### src/rtl/recip_pkg.sv
// Purpose: shared types and the reciprocal-entry rule for the coefficient sequencer.
// Latency: n/a (types and an elaboration-time helper function only).
// Backpressure: n/a.
// Contents: state_e (IDLE/STREAM/DONE); recip_entry(i, frac_w, data_w) =
//   min(floor(2^frac_w/(i+1)), 2^frac_w-1), masked to data_w bits.
package recip_pkg;

  typedef enum logic [1:0] {
    IDLE   = 2'd0,
    STREAM = 2'd1,
    DONE   = 2'd2
  } state_e;

  // Only ever called with constant arguments, so it folds to a table of constants.
  // Entry 0 would be exactly 2^frac_w, which does not fit in frac_w fraction
  // bits; it is clamped to the largest representable value instead.
  function automatic int unsigned recip_entry(input int unsigned i,
                                              input int unsigned frac_w,
                                              input int unsigned data_w);
    longint unsigned one;
    longint unsigned v;
    one = 64'd1 << frac_w;
    v   = one / (64'(i) + 64'd1);
    if (v > one - 64'd1) v = one - 64'd1;
    if (data_w < 32) v = v & ((64'd1 << data_w) - 64'd1);
    return 32'(v);
  endfunction

endpackage

### src/rtl/recip_coef_seq_if.sv
// Purpose: control and coefficient-stream bundle between the sequencer and its consumer.
// Latency: n/a (wires only).
// Backpressure: coef_ready from the consumer stalls the stream; start is ignored while busy.
// Ports: master = sequencer side (drives coef_*, busy, done, range_err);
//        slave  = requester/consumer side (drives start, base_addr, count, coef_ready).
interface recip_coef_seq_if #(
  parameter int DATA_W = 16,
  parameter int ADDR_W = 4,
  parameter int CNT_W  = 4
);
  logic              start;
  logic [ADDR_W-1:0] base_addr;
  logic [CNT_W-1:0]  count;
  logic              coef_valid;
  logic              coef_ready;
  logic [DATA_W-1:0] coef_data;
  logic [ADDR_W-1:0] coef_idx;
  logic              coef_last;
  logic              busy;
  logic              done;
  logic              range_err;

  modport master (
    input  start, base_addr, count, coef_ready,
    output coef_valid, coef_data, coef_idx, coef_last, busy, done, range_err
  );

  modport slave (
    output start, base_addr, count, coef_ready,
    input  coef_valid, coef_data, coef_idx, coef_last, busy, done, range_err
  );
endinterface

### src/rtl/recip_table.sv
// Purpose: constant reciprocal table, index -> fixed-point 1/(idx+1); out-of-range -> 0.
// Latency: combinational.
// Backpressure: none.
// Ports: idx (ADDR_W) in, entry (DATA_W) out.
module recip_table
  import recip_pkg::*;
#(
  parameter int DATA_W = 16,
  parameter int FRAC_W = 8,
  parameter int DEPTH  = 12,
  parameter int ADDR_W = $clog2(DEPTH)
) (
  input  logic [ADDR_W-1:0] idx,
  output logic [DATA_W-1:0] entry
);

  // Compare-and-select over the constant entries; unmatched indices fall
  // through to the zero default.
  always_comb begin
    entry = '0;
    for (int k = 0; k < DEPTH; k++) begin
      if (idx == ADDR_W'(k)) entry = DATA_W'(recip_entry(k, FRAC_W, DATA_W));
    end
  end

endmodule

### src/rtl/recip_coef_seq.sv
// Purpose: streams a contiguous run of reciprocal coefficients 1/(i+1) from a constant table.
// Latency: accept at edge t -> first beat valid at t+1; done pulses one cycle after the final transfer.
// Backpressure: coef_ready low holds data/idx/last stable; start is ignored while busy.
// Ports: clk, rst_n (async active-low); bus (recip_coef_seq_if.master):
//   start/base_addr/count in, coef_valid/coef_data/coef_idx/coef_last out, coef_ready in,
//   busy/done/range_err out.
module recip_coef_seq
  import recip_pkg::*;
#(
  parameter int DATA_W = 16,
  parameter int FRAC_W = 8,
  parameter int DEPTH  = 12,
  parameter int ADDR_W = $clog2(DEPTH),
  parameter int CNT_W  = $clog2(DEPTH + 1)
) (
  input logic               clk,
  input logic               rst_n,
  recip_coef_seq_if.master  bus
);

  state_e            state_q, state_d;
  logic [ADDR_W-1:0] idx_q;
  logic [CNT_W-1:0]  rem_q;
  logic [DATA_W-1:0] data_q;
  logic              err_q;

  logic              accept;
  logic              xfer;
  logic              final_xfer;
  logic              trunc;
  logic [CNT_W-1:0]  avail;
  logic [CNT_W-1:0]  eff_len;
  logic [ADDR_W-1:0] tbl_idx;
  logic [DATA_W-1:0] tbl_entry;

  // DONE is not busy, so a new run can be accepted during the done pulse.
  assign accept     = bus.start && (state_q != STREAM);
  assign xfer       = (state_q == STREAM) && bus.coef_ready;
  assign final_xfer = xfer && (rem_q == CNT_W'(1));

  // Clip the run to the end of the table; a base beyond the table gives zero beats.
  always_comb begin
    avail   = '0;
    eff_len = '0;
    if (CNT_W'(bus.base_addr) < CNT_W'(DEPTH)) begin
      avail   = CNT_W'(DEPTH) - CNT_W'(bus.base_addr);
      eff_len = (bus.count < avail) ? bus.count : avail;
    end
  end

  assign trunc = (eff_len < bus.count);

  // The table is addressed by the index the data register will hold next.
  // idx_q+1 is only used while more than one beat remains, so it stays in range.
  assign tbl_idx = accept ? bus.base_addr : (idx_q + ADDR_W'(1));

  recip_table #(
    .DATA_W (DATA_W),
    .FRAC_W (FRAC_W),
    .DEPTH  (DEPTH),
    .ADDR_W (ADDR_W)
  ) u_table (
    .idx   (tbl_idx),
    .entry (tbl_entry)
  );

  always_ff @(posedge clk or negedge rst_n) begin
    if (!rst_n) state_q <= IDLE;
    else        state_q <= state_d;
  end

  always_comb begin
    state_d = state_q;
    case (state_q)
      IDLE, DONE: begin
        if (accept) state_d = (eff_len == '0) ? DONE : STREAM;
        else        state_d = IDLE;
      end
      STREAM: begin
        if (final_xfer) state_d = DONE;
      end
      default: state_d = IDLE;
    endcase
  end

  always_ff @(posedge clk or negedge rst_n) begin
    if (!rst_n) begin
      idx_q  <= '0;
      rem_q  <= '0;
      data_q <= '0;
      err_q  <= 1'b0;
    end else if (accept) begin
      err_q <= trunc;
      if (eff_len != '0) begin
        idx_q  <= bus.base_addr;
        rem_q  <= eff_len;
        data_q <= tbl_entry;
      end
    end else if (xfer && !final_xfer) begin
      idx_q  <= idx_q + ADDR_W'(1);
      rem_q  <= rem_q - CNT_W'(1);
      data_q <= tbl_entry;
    end
  end

  // Outputs decode only registered state; nothing from the inputs reaches them combinationally.
  assign bus.coef_valid = (state_q == STREAM);
  assign bus.busy       = (state_q == STREAM);
  assign bus.done       = (state_q == DONE);
  assign bus.coef_last  = (state_q == STREAM) && (rem_q == CNT_W'(1));
  assign bus.coef_idx   = idx_q;
  assign bus.coef_data  = data_q;
  assign bus.range_err  = err_q;

endmodule

### src/flat_wrapper.sv
// flat-port wrapper written by rule: the top's interface ports become plain ports
module recip_coef_seq_flat import recip_pkg::*;
#(
  parameter int DATA_W = 16,
  parameter int FRAC_W = 8,
  parameter int DEPTH  = 12,
  parameter int ADDR_W = $clog2(DEPTH),
  parameter int CNT_W  = $clog2(DEPTH + 1)
)
  (clk, rst_n, bus_start, bus_base_addr, bus_count, bus_coef_ready, bus_coef_valid, bus_coef_data, bus_coef_idx, bus_coef_last, bus_busy, bus_done, bus_range_err);
  recip_coef_seq_if #(.DATA_W(DATA_W), .ADDR_W(ADDR_W), .CNT_W(CNT_W)) bus_i ();
  input logic clk;
  input logic rst_n;
  input wire logic [$bits(bus_i.start)-1:0] bus_start;
  input wire logic [$bits(bus_i.base_addr)-1:0] bus_base_addr;
  input wire logic [$bits(bus_i.count)-1:0] bus_count;
  input wire logic [$bits(bus_i.coef_ready)-1:0] bus_coef_ready;
  output wire logic [$bits(bus_i.coef_valid)-1:0] bus_coef_valid;
  output wire logic [$bits(bus_i.coef_data)-1:0] bus_coef_data;
  output wire logic [$bits(bus_i.coef_idx)-1:0] bus_coef_idx;
  output wire logic [$bits(bus_i.coef_last)-1:0] bus_coef_last;
  output wire logic [$bits(bus_i.busy)-1:0] bus_busy;
  output wire logic [$bits(bus_i.done)-1:0] bus_done;
  output wire logic [$bits(bus_i.range_err)-1:0] bus_range_err;
  assign bus_i.start = bus_start;
  assign bus_i.base_addr = bus_base_addr;
  assign bus_i.count = bus_count;
  assign bus_i.coef_ready = bus_coef_ready;
  assign bus_coef_valid = bus_i.coef_valid;
  assign bus_coef_data = bus_i.coef_data;
  assign bus_coef_idx = bus_i.coef_idx;
  assign bus_coef_last = bus_i.coef_last;
  assign bus_busy = bus_i.busy;
  assign bus_done = bus_i.done;
  assign bus_range_err = bus_i.range_err;
  recip_coef_seq #(.DATA_W(DATA_W), .FRAC_W(FRAC_W), .DEPTH(DEPTH), .ADDR_W(ADDR_W), .CNT_W(CNT_W)) u_core (.clk(clk), .rst_n(rst_n), .bus(bus_i));
endmodule
### config.mk
export PLATFORM = sky130hd
export DESIGN_NAME = recip_coef_seq_flat
export DESIGN_NICKNAME = d
export VERILOG_FILES = /design/src/rtl/recip_pkg.sv /design/src/rtl/recip_coef_seq_if.sv /design/src/rtl/recip_table.sv /design/src/rtl/recip_coef_seq.sv /design/src/flat_wrapper.sv
export SDC_FILE = /design/constraint.sdc
export NUM_CORES = 1
export LEC_CHECK = 0
export CAP_MARGIN = 20
export CORE_UTILIZATION = 25
export CTS_BUF_LIST = sky130_fd_sc_hd__clkbuf_4 sky130_fd_sc_hd__clkbuf_8
export DETAILED_ROUTE_END_ITERATION = 16
export PLACE_DENSITY_LB_ADDON = 0.2
export RECOVER_POWER = 100
export SYNTH_ARGS = -nofsm -noshare
export SYNTH_HDL_FRONTEND = slang
export SYNTH_SLANG_ARGS = --single-unit
### constraint.sdc
create_clock -name clk -period 3.5 [get_ports clk]
set_input_delay 0.7 -clock clk [delete_from_list [all_inputs] [get_ports clk]]
set_output_delay 0.7 -clock clk [all_outputs]
set_load 0.05 [all_outputs]
==> summary.md <==
| Metric | Value |
|---|---|
| Status | `finished, final reports clean` |
| Worst path cell trace | `clkdlybuf4s50_1, inv_1, ha_1, inv_1, ha_1, o211ai_1, o21ai_2, clkbuf_1, clkbuf_4, o311a_4, nor4_4, o21ai_4, buf_12, mux2_4` |
| Worst slew pin tran | `872 ps` |
| Count leader, synth | `dfrtp_1` |
| Tot Pwr | `2000 uW` |
| Clk Latency, worst-skew pair | `260 ps` |
| Mean Syn Cell Area | `9.27 um^2` |
| Vias/cell | `4.70` |
| FF-to-FF setup slack | `1440 ps` |
| RSZ-0062 raised after global routing | `no` |
| Post-Syn Area | `1580 um^2` |
| Placement Rows | `28` |
| Bufs and invs on worst path | `6` |
| First-pass GRT wire length | `6130 um` |
| Switching Share | `0.500` |
| Hold WS | `514 ps` |
| Worst hold path class | `flop to flop` |
| Yosys top cell by area | `dfrtp_1` |
| Worst EP arrival | `3490 ps` |
| Post-DRT Antenna Nets | `0` |
| CP Max Fanout | `12` |
| Post-synth cell types | `47` |
| CP Launch Point | `bus_base_addr[1]` |
| WS Path Type | `input pin to flop` |
| Synth top cells by count | `dfrtp_1 (19), inv_1 (15), nor2_1 (13), a21oi_1 (12), nand2_1 (11)` |
| Total die area | `6630 um^2` |
| EDFF count, synth | `0` |
| Sequential share of power | `0.206` |
| Util after Layout | `0.355` |
| GPL Wtd Cong | `0.808` |
| Yosys reg bits | `19` |
| Post-route insts no fill | `296` |
| N_diodes | `0` |
| Hold path endpoint | `u_core.bus.coef_data[2]$_DFFE_PN0P_` |
| Fmax | `300 MHz` |
| Internal power | `999 uW` |
| Worst R2R Path Depth | `7` |
| GR Util All Layers | `0.121` |
| Family with the most delay on the worst path | `buffers and inverters` |
| Nets@finish | `244` |
| # DRC | `0` |
| Post-synth ARST share | `1.00` |
| Critical Path Start Type | `input pin` |
| Share of cells above drive strength 1 | `0.222` |
| Period utilisation layout | `0.954` |
| Synth warn | `0` |
| Clk slew on worst S/H paths | `70 ps` |
| Largest net degree at the start of global routing | `20` |
| Core area | `5990 um^2` |
| Drt total wl | `3720 um` |
| Final Critical Period | `3340 ps` |
| Via count | `1391` |
| Synth top area cells | `dfrtp_1 (30%), ha_1 (7.9%), mux2_4 (7.6%)` |
| Total grt overflow | `0` |
| Die height | `81.4 um` |
| Slew Viols, Final | `0` |
| Placed cells | `291` |
| Required @ worst endpoint | `3650 ps` |
| Post-synth top area share | `0.302` |
| NetSw | `997 uW` |
| Pwr dens | `940 nW/um^2` |
| WL/cell | `12.6 um` |
| Crit-path slowest cell | `clkdlybuf4s50_1` |
| VDD IR max | `0.391 mV` |
| TritonCTS Buffers | `3` |
| Clock sink count | `19` |
| Clock power share | `0.080` |
| Die width | `81.4 um` |
| Area grow syn2layout | `34.8%` |
| H-tree depth | `1` |
| Initial antenna violation count | `0` |
| CTS max path bufs | `2` |
| TritonCTS clock tree | `built` |
| Setup violators final | `0` |
| Total of max-cap violations | `0` |
| Via count of the first global-routing pass | `1272` |
| Final Hold Viols | `0` |
| Comb power frac | `0.715` |
| Mapped Cells | `170` |
| Iteration-0 DRC Markers | `71` |
| Pre-antenna DRT Iters | `4` |
| Effective utilization at floorplan | `0.263` |
| Top FF cell, synth | `dfrtp_1` |
| I/O Buffers | `28` |
| Relative slew slack | `0.417` |
| HPWL after detailed placement | `2990 um` |
| Root Driver | `clkbuf_8` |
| Hold path startpoint | `u_core.bus.coef_data[2]$_DFFE_PN0P_` |
| R2r startpoint | `u_core.state_q[1]$_DFFE_PN0P_` |
| Hold depth | `1` |
| Slowest cell delay on critical path | `510 ps` |
| Register area share after synthesis | `0.302` |
| Critical Path Sink Type | `flop` |
| Leakage power | `0.000991 uW` |
| Filler cell count | `629` |
| Worst r2r dst | `u_core.bus.coef_data[1]$_DFFE_PN0P_` |
| Clock Skews | `2.04 ps` |
| Io pins | `37` |
-- power groups by stage --
stage          registers [uW]  logic (uW)  clock network [uW]
6_report                  410        1430                 159
5_1_grt                   430        1560                 174
4_1_cts                   417        1460                 164
3_5_place_dp              420        1460                   0
3_3_place_gp              419        1450                   0
2_1_floorplan             654         828                   0
-- metrics by stage --
| stage | setup WS [ps] | instance area, um^2 | TNS (ps) |
|---|---|---|---|
| finish | 161 | 2120 | 0 |
| detailed placement | -265 | 2070 | -1210 |
| global route | 7.50 | 2120 | 0 |
| floorplan | 351 | 1600 | 0 |
| CTS | 6.31 | 2120 | 0 |
| global placement | -191 | 2070 | -839 |
-- cells by family (layout without fill, tap and decap cells) --
group,after synthesis,in the layout,synth area share
AO/OA/AOI/OAI,47,47,0.217
XOR/XNOR,4,4,0.0222
adder cells (fa/ha/maj),10,10,0.0794
buffers and inverters,27,71,0.0929
flip-flops,19,19,0.302
multiplexers,17,17,0.137
other,1,8,0.00238
AND/OR/NAND/NOR,45,45,0.148
-- what timing repair did --
action,in CTS,in global routing
gates resized for setup,0,1
buffers inserted,0,1
setup endpoints to repair,0,1
hold buffers,0,0
-- placed cells by master, fill, tap and decap left out, types with 2 or more instances in the layout --
master	n
a21o_1	3
nor3_1	4
clkdlybuf4s50_1	10
o21ai_0	10
nor2_1	13
buf_4	20
nand3_1	4
o211ai_1	2
and3_1	2
mux2_2	5
nand2_1	11
mux2_4	8
nor2b_1	2
inv_1	15
ha_1	10
clkbuf_1	2
nor4_1	2
dfrtp_1	19
and2_1	2
dlygate4sd3_1	18
a31oi_1	2
clkbuf_8	3
nand4_1	2
xnor2_1	3
conb_1	8
mux2i_1	4
a21oi_1	12
-- routing by layer --
layer | up-vias | global-route usage | share of wire
met5 | - | 0 | 0
met4 | 0 | 0.0321 | 0.012
li1 | 700 | - | -
met2 | 39 | 0.185 | 0.43
met3 | 5 | 0.0144 | 0.041
met1 | 647 | 0.178 | 0.51
-- final cells by class --
cell class / count / area (um^2) / share of cell area
multi-input combinational: 131 / 987 / 0.465
sequential: 19 / 475 / 0.224
timing repair buffer: 52 / 465 / 0.219
tap: 75 / 93.8 / 0.0442
inverter: 15 / 56.3 / 0.0265
clock buffer: 3 / 41.3 / 0.0194
clock inverter: 1 / 5.00 / 0.00236
-- worst max path at each step --
stage / cells past startpoint / slack, ps / endpoint
2_1_floorplan: 12 / 350 / u_core.bus.range_err$_DFFE_PN0P_
6_report: 14 / 160 / u_core.bus.coef_idx[2]$_DFFE_PN0P_
3_3_place_gp: 13 / -190 / u_core.bus.range_err$_DFFE_PN0P_
3_5_place_dp: 13 / -260 / u_core.bus.range_err$_DFFE_PN0P_
4_1_cts: 13 / 6 / u_core.bus.range_err$_DFFE_PN0P_
5_1_grt: 14 / 7 / u_core.bus.coef_data[6]$_DFFE_PN0P_
-- flip-flops by register name, indices dropped and copies added (netlist names) --
name and cells:
u_core.state_q 2, u_core.rem_q 4, u_core.bus.range_err 1, u_core.bus.coef_data 8, u_core.bus.coef_idx 4
No activity file was read; power rests on OpenSTA's default activity.
